===== src/rtl/debug_commit_tracker.sv =====
// rtl/debug_commit_tracker.sv - retire-event to debugInfo record tracker with one-retire delay
// Classifies device accesses, detects ebreak halt and runs a no-retire watchdog.
module debug_commit_tracker #(
    parameter logic [31:0] PMEM_BASE = 32'h8000_0000,
    parameter logic [31:0] PMEM_SIZE = 32'h0800_0000,
    parameter logic [31:0] TIMEOUT   = 32'd1_000_000,
    parameter int          CNT_W     = 64,
    parameter logic [31:0] RESET_PC  = 32'h8000_0000
) (
    input  logic             clock,
    input  logic             reset,
    input  logic             wb_valid,
    input  logic [31:0]      wb_pc,
    input  logic [31:0]      wb_inst,
    input  logic             wb_memEn,
    input  logic [31:0]      wb_memAddr,
    output logic             debug_debugInfo_valid,
    output logic             debug_debugInfo_halt,
    output logic             debug_debugInfo_deviceAccess,
    output logic [31:0]      debug_debugInfo_deviceAddr,
    output logic [31:0]      debug_debugInfo_pc,
    output logic             debug_timeout,
    output logic             debug_protoErr,
    output logic [CNT_W-1:0] debug_instCount
);

    typedef enum logic [1:0] {
        S_EMPTY  = 2'd0,
        S_HOLD   = 2'd1,
        S_FLUSH  = 2'd2,
        S_HALTED = 2'd3
    } state_t;

    localparam logic [32:0] PMEM_LO = {1'b0, PMEM_BASE};
    localparam logic [32:0] PMEM_HI = {1'b0, PMEM_BASE} + {1'b0, PMEM_SIZE};
    localparam logic [31:0] WDOG_LAST = TIMEOUT - 32'd1;

    state_t      r_state;
    logic        r_hold_dev;
    logic [31:0] r_hold_addr;
    logic [31:0] r_hold_pc;
    logic [31:0] r_last_pc;
    logic [31:0] r_wdog;

    logic [32:0] w_addr33;
    logic        w_dev;
    logic        w_ebreak;
    logic        w_wdog_on;
    logic        w_wdog_fire;

    // 33-bit compare keeps PMEM_BASE+PMEM_SIZE from wrapping at the top of the map
    assign w_addr33    = {1'b0, wb_memAddr};
    assign w_dev       = wb_memEn & ((w_addr33 < PMEM_LO) | (w_addr33 >= PMEM_HI));
    assign w_ebreak    = (wb_inst == 32'h0010_0073);
    assign w_wdog_on   = (TIMEOUT != 32'd0);
    assign w_wdog_fire = w_wdog_on & ~wb_valid & (r_wdog == WDOG_LAST);

    always_ff @(posedge clock or negedge reset) begin
        if (!reset) begin
            r_state                      <= S_EMPTY;
            r_hold_dev                   <= 1'b0;
            r_hold_addr                  <= 32'd0;
            r_hold_pc                    <= 32'd0;
            r_last_pc                    <= RESET_PC;
            r_wdog                       <= 32'd0;
            debug_debugInfo_valid        <= 1'b0;
            debug_debugInfo_halt         <= 1'b0;
            debug_debugInfo_deviceAccess <= 1'b0;
            debug_debugInfo_deviceAddr   <= 32'd0;
            debug_debugInfo_pc           <= 32'd0;
            debug_timeout                <= 1'b0;
            debug_protoErr               <= 1'b0;
            debug_instCount              <= '0;
        end else begin
            debug_debugInfo_valid        <= 1'b0;
            debug_debugInfo_halt         <= 1'b0;
            debug_debugInfo_deviceAccess <= 1'b0;
            debug_debugInfo_deviceAddr   <= 32'd0;
            debug_debugInfo_pc           <= 32'd0;
            case (r_state)
                S_EMPTY, S_HOLD: begin
                    if (wb_valid) begin
                        if (r_state == S_HOLD) begin
                            debug_debugInfo_valid        <= 1'b1;
                            debug_debugInfo_deviceAccess <= r_hold_dev;
                            debug_debugInfo_deviceAddr   <= r_hold_addr;
                            debug_debugInfo_pc           <= wb_pc;
                        end
                        r_hold_dev      <= w_dev;
                        r_hold_addr     <= w_dev ? wb_memAddr : 32'd0;
                        r_hold_pc       <= wb_pc;
                        r_last_pc       <= wb_pc;
                        r_wdog          <= 32'd0;
                        debug_instCount <= debug_instCount + {{(CNT_W-1){1'b0}}, 1'b1};
                        r_state         <= w_ebreak ? S_FLUSH : S_HOLD;
                    end else if (w_wdog_fire) begin
                        debug_debugInfo_valid <= 1'b1;
                        debug_debugInfo_halt  <= 1'b1;
                        debug_timeout         <= 1'b1;
                        if (r_state == S_HOLD) begin
                            debug_debugInfo_deviceAccess <= r_hold_dev;
                            debug_debugInfo_deviceAddr   <= r_hold_addr;
                            debug_debugInfo_pc           <= r_hold_pc;
                        end else begin
                            debug_debugInfo_pc <= r_last_pc;
                        end
                        r_state <= S_HALTED;
                    end else if (w_wdog_on) begin
                        r_wdog <= r_wdog + 32'd1;
                    end
                end
                S_FLUSH: begin
                    debug_debugInfo_valid        <= 1'b1;
                    debug_debugInfo_halt         <= 1'b1;
                    debug_debugInfo_deviceAccess <= r_hold_dev;
                    debug_debugInfo_deviceAddr   <= r_hold_addr;
                    debug_debugInfo_pc           <= r_hold_pc;
                    if (wb_valid) begin
                        debug_protoErr <= 1'b1;
                    end
                    r_state <= S_HALTED;
                end
                default: begin
                    if (wb_valid) begin
                        debug_protoErr <= 1'b1;
                    end
                end
            endcase
        end
    end

endmodule

===== config.mk =====
export PLATFORM = sky130hd
export DESIGN_NAME = debug_commit_tracker
export DESIGN_NICKNAME = d
export VERILOG_FILES = /design/src/rtl/debug_commit_tracker.sv
export SDC_FILE = /design/constraint.sdc
export NUM_CORES = 1
export LEC_CHECK = 0
export ABC_CLOCK_PERIOD_IN_PS = 1880
export CAP_MARGIN = 20
export CELL_PAD_IN_SITES_DETAIL_PLACEMENT = 0
export CELL_PAD_IN_SITES_GLOBAL_PLACEMENT = 2
export CORE_ASPECT_RATIO = 0.8
export CORE_MARGIN = 4
export CORE_UTILIZATION = 28
export DETAILED_ROUTE_END_ITERATION = 10
export PLACE_DENSITY_LB_ADDON = 0.1
export SLEW_MARGIN = 20
export SYNTH_ARGS = -nofsm -noshare
export SYNTH_HDL_FRONTEND = slang
export SYNTH_SLANG_ARGS = --single-unit

===== constraint.sdc =====
create_clock -name clock -period 1.88 [get_ports clock]
set_input_delay 0.376 -clock clock [delete_from_list [all_inputs] [get_ports clock]]
set_output_delay 0.376 -clock clock [all_outputs]
set_load 0.05 [all_outputs]

==> metrics, run 1 <==
status finished, violations left; violated checks setup timing; #FFs+latches synth around 230; most instantiated cells after synthesis dfrtp_1, nand2_1, a22o_1, xnor2_1, and2_1; Final Hold Vio Count 0; Synth area leaders dfrtp_1, nand2_1, a22o_1; CP bufs+invs 1; DP Area 0.0136 sq mm; CTS tree built; later-pin clock latency in the skew report 540 ps; worst slew pin tran 526 ps; skew final 13.4 ps; Initial Util 0.287; top cell type by total area after synthesis dfrtp_1; worst hold path class input port to asynchronous set/reset pin; Cell variety after synth 52; Rel. slew slack 0.651; layout cells sized above 1 0.365; num ports 233; Main synth FF type dfrtp_1; die height roughly 170 microns; Post-Syn Instances 885; RePlAce Congestion 0.768; clk sinks 233; leakage 7.32 nW; post-route DRC violation count 0; post-synth net total 987; Routed Antenna Nets 0; Max IR drop VDD 0.590 mV; worst reg2reg path startpoint r_wdog[13]$_DFFE_PN0P_; Reg2Reg Setup Slack -130 ps; FILL cells 3250; drt wl/cell 17.5 microns; YS warnings 0; mean post-synth cell area 11.0 sq um; clock tree buffer depth 3; post-DP HPWL 21100 microns; Mapped Area ~0.0097 sq mm; reg2reg end r_wdog[31]$_DFFE_PN0P_; max incr delay on CP about 480 ps; Async S/R FF share, synth 1.00; WL final 31000 microns; required time of the worst setup path about 2300 ps; Diodes inserted 0; number of flops mapped to enable cells by yosys 0; Layout area overhead 57.7%; critical path arrival 2460 ps; vias in the first global route 8455; 1st-pass router iterations 5; top cell family by delay on the critical path simple AND/OR/NAND/NOR gates; final setup margin -128 ps; CP endpoint kind flop; Clock transition at path regs approximately 60 ps; Hold WS 281 ps; fin crit period around 2000 ps; CP Max Fanout 6; RSZ-0062 raised after global routing true; sequential-to-total area share from yosys stat 0.600; cell depth of the worst flop-to-flop path 6; share of Yosys cell area claimed by the top area cell type 0.597; FMAX approximately 500 MHz; first-pass GRT wire length 49500 microns; CP max-delay cell or4_1; Startpoint Class flop; Clock Tree Root clkbuf_16; Cell Pwr Density 813 mW/mm^2; port bufs 232; Final Util 0.452; aggregate global routing overflow 0; via count 8172; initial antenna violation count 1; largest net degree at the start of global routing 68; Final period util 1.07; total CTS buffers 27; Core Footprint between 0.03 and 0.04 sq mm; standard-cell rows 60; Tot GR Track Use 0.162; Iter 0 DRT Violations between 400 and 500; Crit Path Category flop to flop; Vias per Instance 4.62; count leader, synth dfrtp_1; maximum capacitance violations 0; Die X approximately 220 microns; nets approximately 1400; Final Instance Area 0.0153 sq mm; Final setup viols 50; htree depth 1; pins over their slew limit 0; Die ar. 0.0378 sq mm; crit path cell chain buf_4 -> and4_4 -> nand2_2 -> or3_4 -> or4_1 -> a21oi_1
## where the power goes
part | internal (mW) | switching (mW) | total [mW]
Clock | 3.18 | 2.11 | 5.29
Sequential | 5.31 | 0.191 | 5.50
Combinational | 0.712 | 0.963 | 1.67
Total | 9.20 | 3.26 | 12.5
## flip-flops by register name, summed over array words and instances, names as in the netlist, 2 cells and up
signal,cells
debug_instCount,64
debug_debugInfo_deviceAddr,32
debug_debugInfo_pc,32
r_hold_addr,32
r_hold_pc,32
r_wdog,32
r_state,2
## worst max path at each step
stage	slack (ps)	endpoint	startpoint	cells after the start
detailed placement	-420	debug_instCount[56]$_DFFE_PN0P_	wb_valid	8
finish	-130	r_wdog[31]$_DFFE_PN0P_	r_wdog[13]$_DFFE_PN0P_	6
global placement	-390	debug_instCount[56]$_DFFE_PN0P_	wb_valid	8
floorplan	-70	r_wdog[14]$_DFFE_PN0P_	r_wdog[0]$_DFFE_PN0P_	7
CTS	-100	debug_debugInfo_pc[8]$_DFF_PN0_	r_wdog[20]$_DFFE_PN0P_	9
global route	-190	r_wdog[14]$_DFFE_PN0P_	r_wdog[1]$_DFFE_PN0P_	6
## timing repair
item                                    CTS  global route
cloned                                    5             1
buffers inserted                         22            14
endpoints found under the hold margin    73             0
pin swaps                                18            35
resized for setup                        90            71
hold buffers                              1             0
endpoints found under the setup margin  130           128
## final cells by class
class	instances	area, sq um	area share
timing repair buffer	410	3670	0.240
clock buffer	39	791	0.0516
sequential	233	5890	0.384
inverter	13	48.8	0.00318
tap	465	582	0.0379
multi-input combinational	600	4240	0.277
clock inverter	9	104	0.00677
## cells in the final DEF (no fill, tap or decap), drive strengths merged, types with 8 or more instances in the layout
| cell | count |
|---|---|
| buf | 284 |
| xor2 | 26 |
| clkdlybuf4s50 | 98 |
| nand2 | 156 |
| xnor2 | 43 |
| clkbuf | 40 |
| or3 | 10 |
| inv | 14 |
| and2 | 43 |
| nor4 | 20 |
| a21oi | 17 |
| or4 | 10 |
| dlygate4sd2 | 26 |
| nand2b | 8 |
| a22o | 60 |
| dfrtp | 232 |
| nor2 | 37 |
| o21ai | 25 |
| and4 | 9 |
| nand4 | 26 |
| nor3 | 23 |
| nand3 | 32 |
## cells by family after synthesis
kind of cell / Yosys count / share of synthesized area
AND/OR/NAND/NOR: 400 / 0.216
buffers and inverters: 53 / 0.0224
multiplexers: 2 / 0.00206
XOR/XNOR: 69 / 0.0622
adder cells (fa/ha/maj): 2 / 0.00257
AO/OA/AOI/OAI: 126 / 0.0948
flip-flops: 233 / 0.600
## layer usage
layer | share of wire | track usage | vias to the layer above
met1 | 0.49 | 0.243 | 4012
met3 | 0.060 | 0.0391 | 40
li1 | - | - | 3914
met4 | 0.018 | 0.0333 | 2
met2 | 0.43 | 0.238 | 204
met5 | 0.00042 | 0 | -
## stage by stage
stage               setup WS [ps]  setup TNS, ps  total power [mW]  instances
floorplan                   -74.5           -667              6.31        885
global placement             -395         -53950              7.16       1682
detailed placement           -424         -54950              7.17       1682
CTS                         -99.2          -3150              12.6       1757
global route                 -190          -8440              13.0       1769
finish                       -128          -2130              12.5       1769
Note: power is estimated with default switching activity, not from simulation.
==> run 2: changes to the inputs <==
CTS_BUF_LIST = sky130_fd_sc_hd__clkbuf_16   (was unset)
CTS_CLUSTER_SIZE = 8   (was unset)
==> run 2 against run 1 <==
Worst hold slack better by 31 ps. Sequential share of layout area rose by 0.056 points. Core utilization down 0.066 points. Clock skew up 7.8 ps. Non-clock buffer count decreased by 11. Final area decreased by 0.15%. Largest cell class unchanged. Maximum frequency grew 1.8%. Via count fell by 0.28%. Die area stayed put. The run still ends with setup timing left.
==> metrics, run 2 (same netlist as run 1, synthesis figures left out) <==
status finished, violations left (unchanged); violated checks setup timing (unchanged); most frequent cells in the layout buf_4, dfrtp_1, nand2_1 (unchanged); clock tree buffer depth 3 (unchanged); later-pin clock latency in the skew report 510 ps (was 540 ps); Tot GR Track Use 0.162 (about the same); maximum capacitance violations 0 (unchanged); RSZ-0062 raised after global routing true (unchanged); critical path arrival 2410 ps (was 2460 ps); Clock transition at path regs 50 ps (was 60 ps); Die ar. 0.0378 sq mm (unchanged); post-route DRC violation count 0 (unchanged); Hold WS 313 ps (was 281 ps); nets 1384 (was 1387); CP Max Fanout 7 (was 6); commonest non-fill, non-tap cell in the layout buf_4 (unchanged); first-pass GRT wire length 49500 microns (about the same); Die X 216 microns (unchanged); vias in the first global route 8519 (was 8455); 1st-pass router iterations 4 (was 5); aggregate global routing overflow 0 (unchanged); Max IR drop VDD 0.634 mV (was 0.590 mV); total CTS buffers 35 (was 27); Layout area overhead 57.5% (was 57.7%); htree depth 2 (was 1); Final Hold Vio Count 0 (unchanged); Reg with most FFs debug_instCount (unchanged); pins over their slew limit 0 (unchanged); cell total after placement 1682 (unchanged); Crit Path Category flop to flop (unchanged); cell depth of the worst flop-to-flop path 6 (unchanged); layout cells sized above 1 0.364 (was 0.365); initial antenna violation count 1 (unchanged); standard-cell rows 60 (unchanged); Core Footprint 0.0339 sq mm (unchanged); fin crit period 1970 ps (was 2010 ps); post-DP HPWL 21100 microns (unchanged); CTS tree built (unchanged); worst slew pin tran 527 ps (was 526 ps); Final Instance Count excl. Fillers 1764 (was 1769); Clock Tree Root clkbuf_16 (unchanged); num ports 233 (unchanged); CP max-delay cell or4b_4 (was or4_1); crit path cell chain ha_2 -> and3_4 -> nand4_1 -> or4b_4 -> or3_1 -> a21oi_2 (was buf_4 -> and4_4 -> nand2_2 -> or3_4 -> or4_1 -> a21oi_1); Cell Pwr Density 835 mW/mm^2 (was 813 mW/mm^2); skew final 21.2 ps (was 13.4 ps); Setup WS pre-CTS -424 ps (unchanged); leakage 7.39 nW (was 7.32 nW); max incr delay on CP 510 ps (was 480 ps); RePlAce Congestion 0.768 (unchanged); worst hold path class input port to asynchronous set/reset pin (unchanged); Routed Antenna Nets 0 (unchanged); FMAX 507 MHz (was 498 MHz); via count 8149 (was 8172); FILL cells 3257 (was 3250); Final setup viols 7 (was 50); WL final 31000 microns (about the same); Iter 0 DRT Violations 435 (was 441); Final period util 1.05 (was 1.07); drt wl/cell 17.6 microns (was 17.5 microns); final setup margin -92.5 ps (was -128 ps); required time of the worst setup path 2320 ps (was 2340 ps); multi-input combinational cell area 0.00423 sq mm (was 0.00424 sq mm); Vias per Instance 4.62 (about the same); Initial Util 0.287 (unchanged); clk sinks 233 (unchanged); Diodes inserted 0 (unchanged); Startpoint Class flop (unchanged); CP endpoint kind flop (unchanged); register area 0.00589 sq mm (unchanged); Rel. slew slack 0.650 (was 0.651); die height 175 microns (unchanged); max FFs per register 64 (unchanged); largest net degree at the start of global routing 68 (unchanged); port bufs 232 (unchanged)
-- run 2: changes by cell type in the layout (fill, tap and decap cells not counted), moves of 4 or more --
cell       previous run  this run
clkinv_2              4         0
clkbuf_1              5         0
a21oi_2               7         3
buf_4               249       240
inv_1                13        28
clkbuf_16            28        36
and2_1               41        20
and2_4                1        22
clkbuf_8              7         0
-- run 2: stage by stage --
step	power, mW	utilization	setup TNS (ps)	cell area [sq um]
final	12.8	0.451	-228	15300
after global placement	7.16	0.400	-53950	13600
after detailed placement	7.17	0.400	-54950	13600
after CTS	12.9	0.439	-1270	14900
after global routing	13.4	0.451	-4570	15300
after floorplan	6.31	-	-667	9850
-- run 2: worst max-delay path, delay by kind of cell, from the launching register on --
family	cells	cell delay, ps
compound gates	1	120
simple gates	4	1210
flops	1	380
fa+ha+maj	1	190
-- run 2: area by class of cell --
cell class                 count  area share
tap                          465      0.0380
sequential                   233       0.385
clock buffer                  35      0.0572
timing repair buffer         399       0.235
inverter                      13     0.00319
clock inverter                19     0.00597
multi-input combinational    600       0.276
-- run 2: timing repair --
| action | 4_1_cts | 5_1_grt |
|---|---|---|
| endpoints found under the setup margin | 126 | 132 |
| gates resized for setup | 84 | 73 |
| hold endpoints to repair | 21 | 0 |
| buffers inserted | 12 | 13 |
| gates cloned | 4 | 1 |
| pin swaps | 11 | 52 |
| hold buffers | 1 | 0 |
-- run 2: metal layers --
layer,GRT usage,wire (microns),vias up
met5,0,15,-
met4,0.0352,549,2
met3,0.0433,1940,44
met2,0.237,13100,204
met1,0.242,15400,4001
li1,-,-,3898
-- run 2: worst paths after layout --
| check | from | to | slack [ps] |
|---|---|---|---|
| min reg2reg | debug_timeout$_DFFE_PN0P_ | debug_timeout$_DFFE_PN0P_ | 460 |
| min | reset | debug_debugInfo_deviceAddr[19]$_DFF_PN0_ | 310 |
| min in group clock | wb_pc[30] | r_hold_pc[30]$_DFFE_PN0P_ | 430 |
| max | r_wdog[1]$_DFFE_PN0P_ | r_wdog[14]$_DFFE_PN0P_ | -90 |
| max reg2reg | r_wdog[1]$_DFFE_PN0P_ | r_wdog[14]$_DFFE_PN0P_ | -90 |
| max in group asynchronous | reset | debug_instCount[2]$_DFFE_PN0P_ | 880 |
-- run 2: power breakdown --
group	total [mW]	internal (mW)	switching [mW]	leakage, nW
registers	5.50	5.32	0.185	3.01
logic	1.67	0.709	0.964	3.85
clock network	5.61	3.34	2.27	0.529
total	12.8	9.36	3.42	7.39
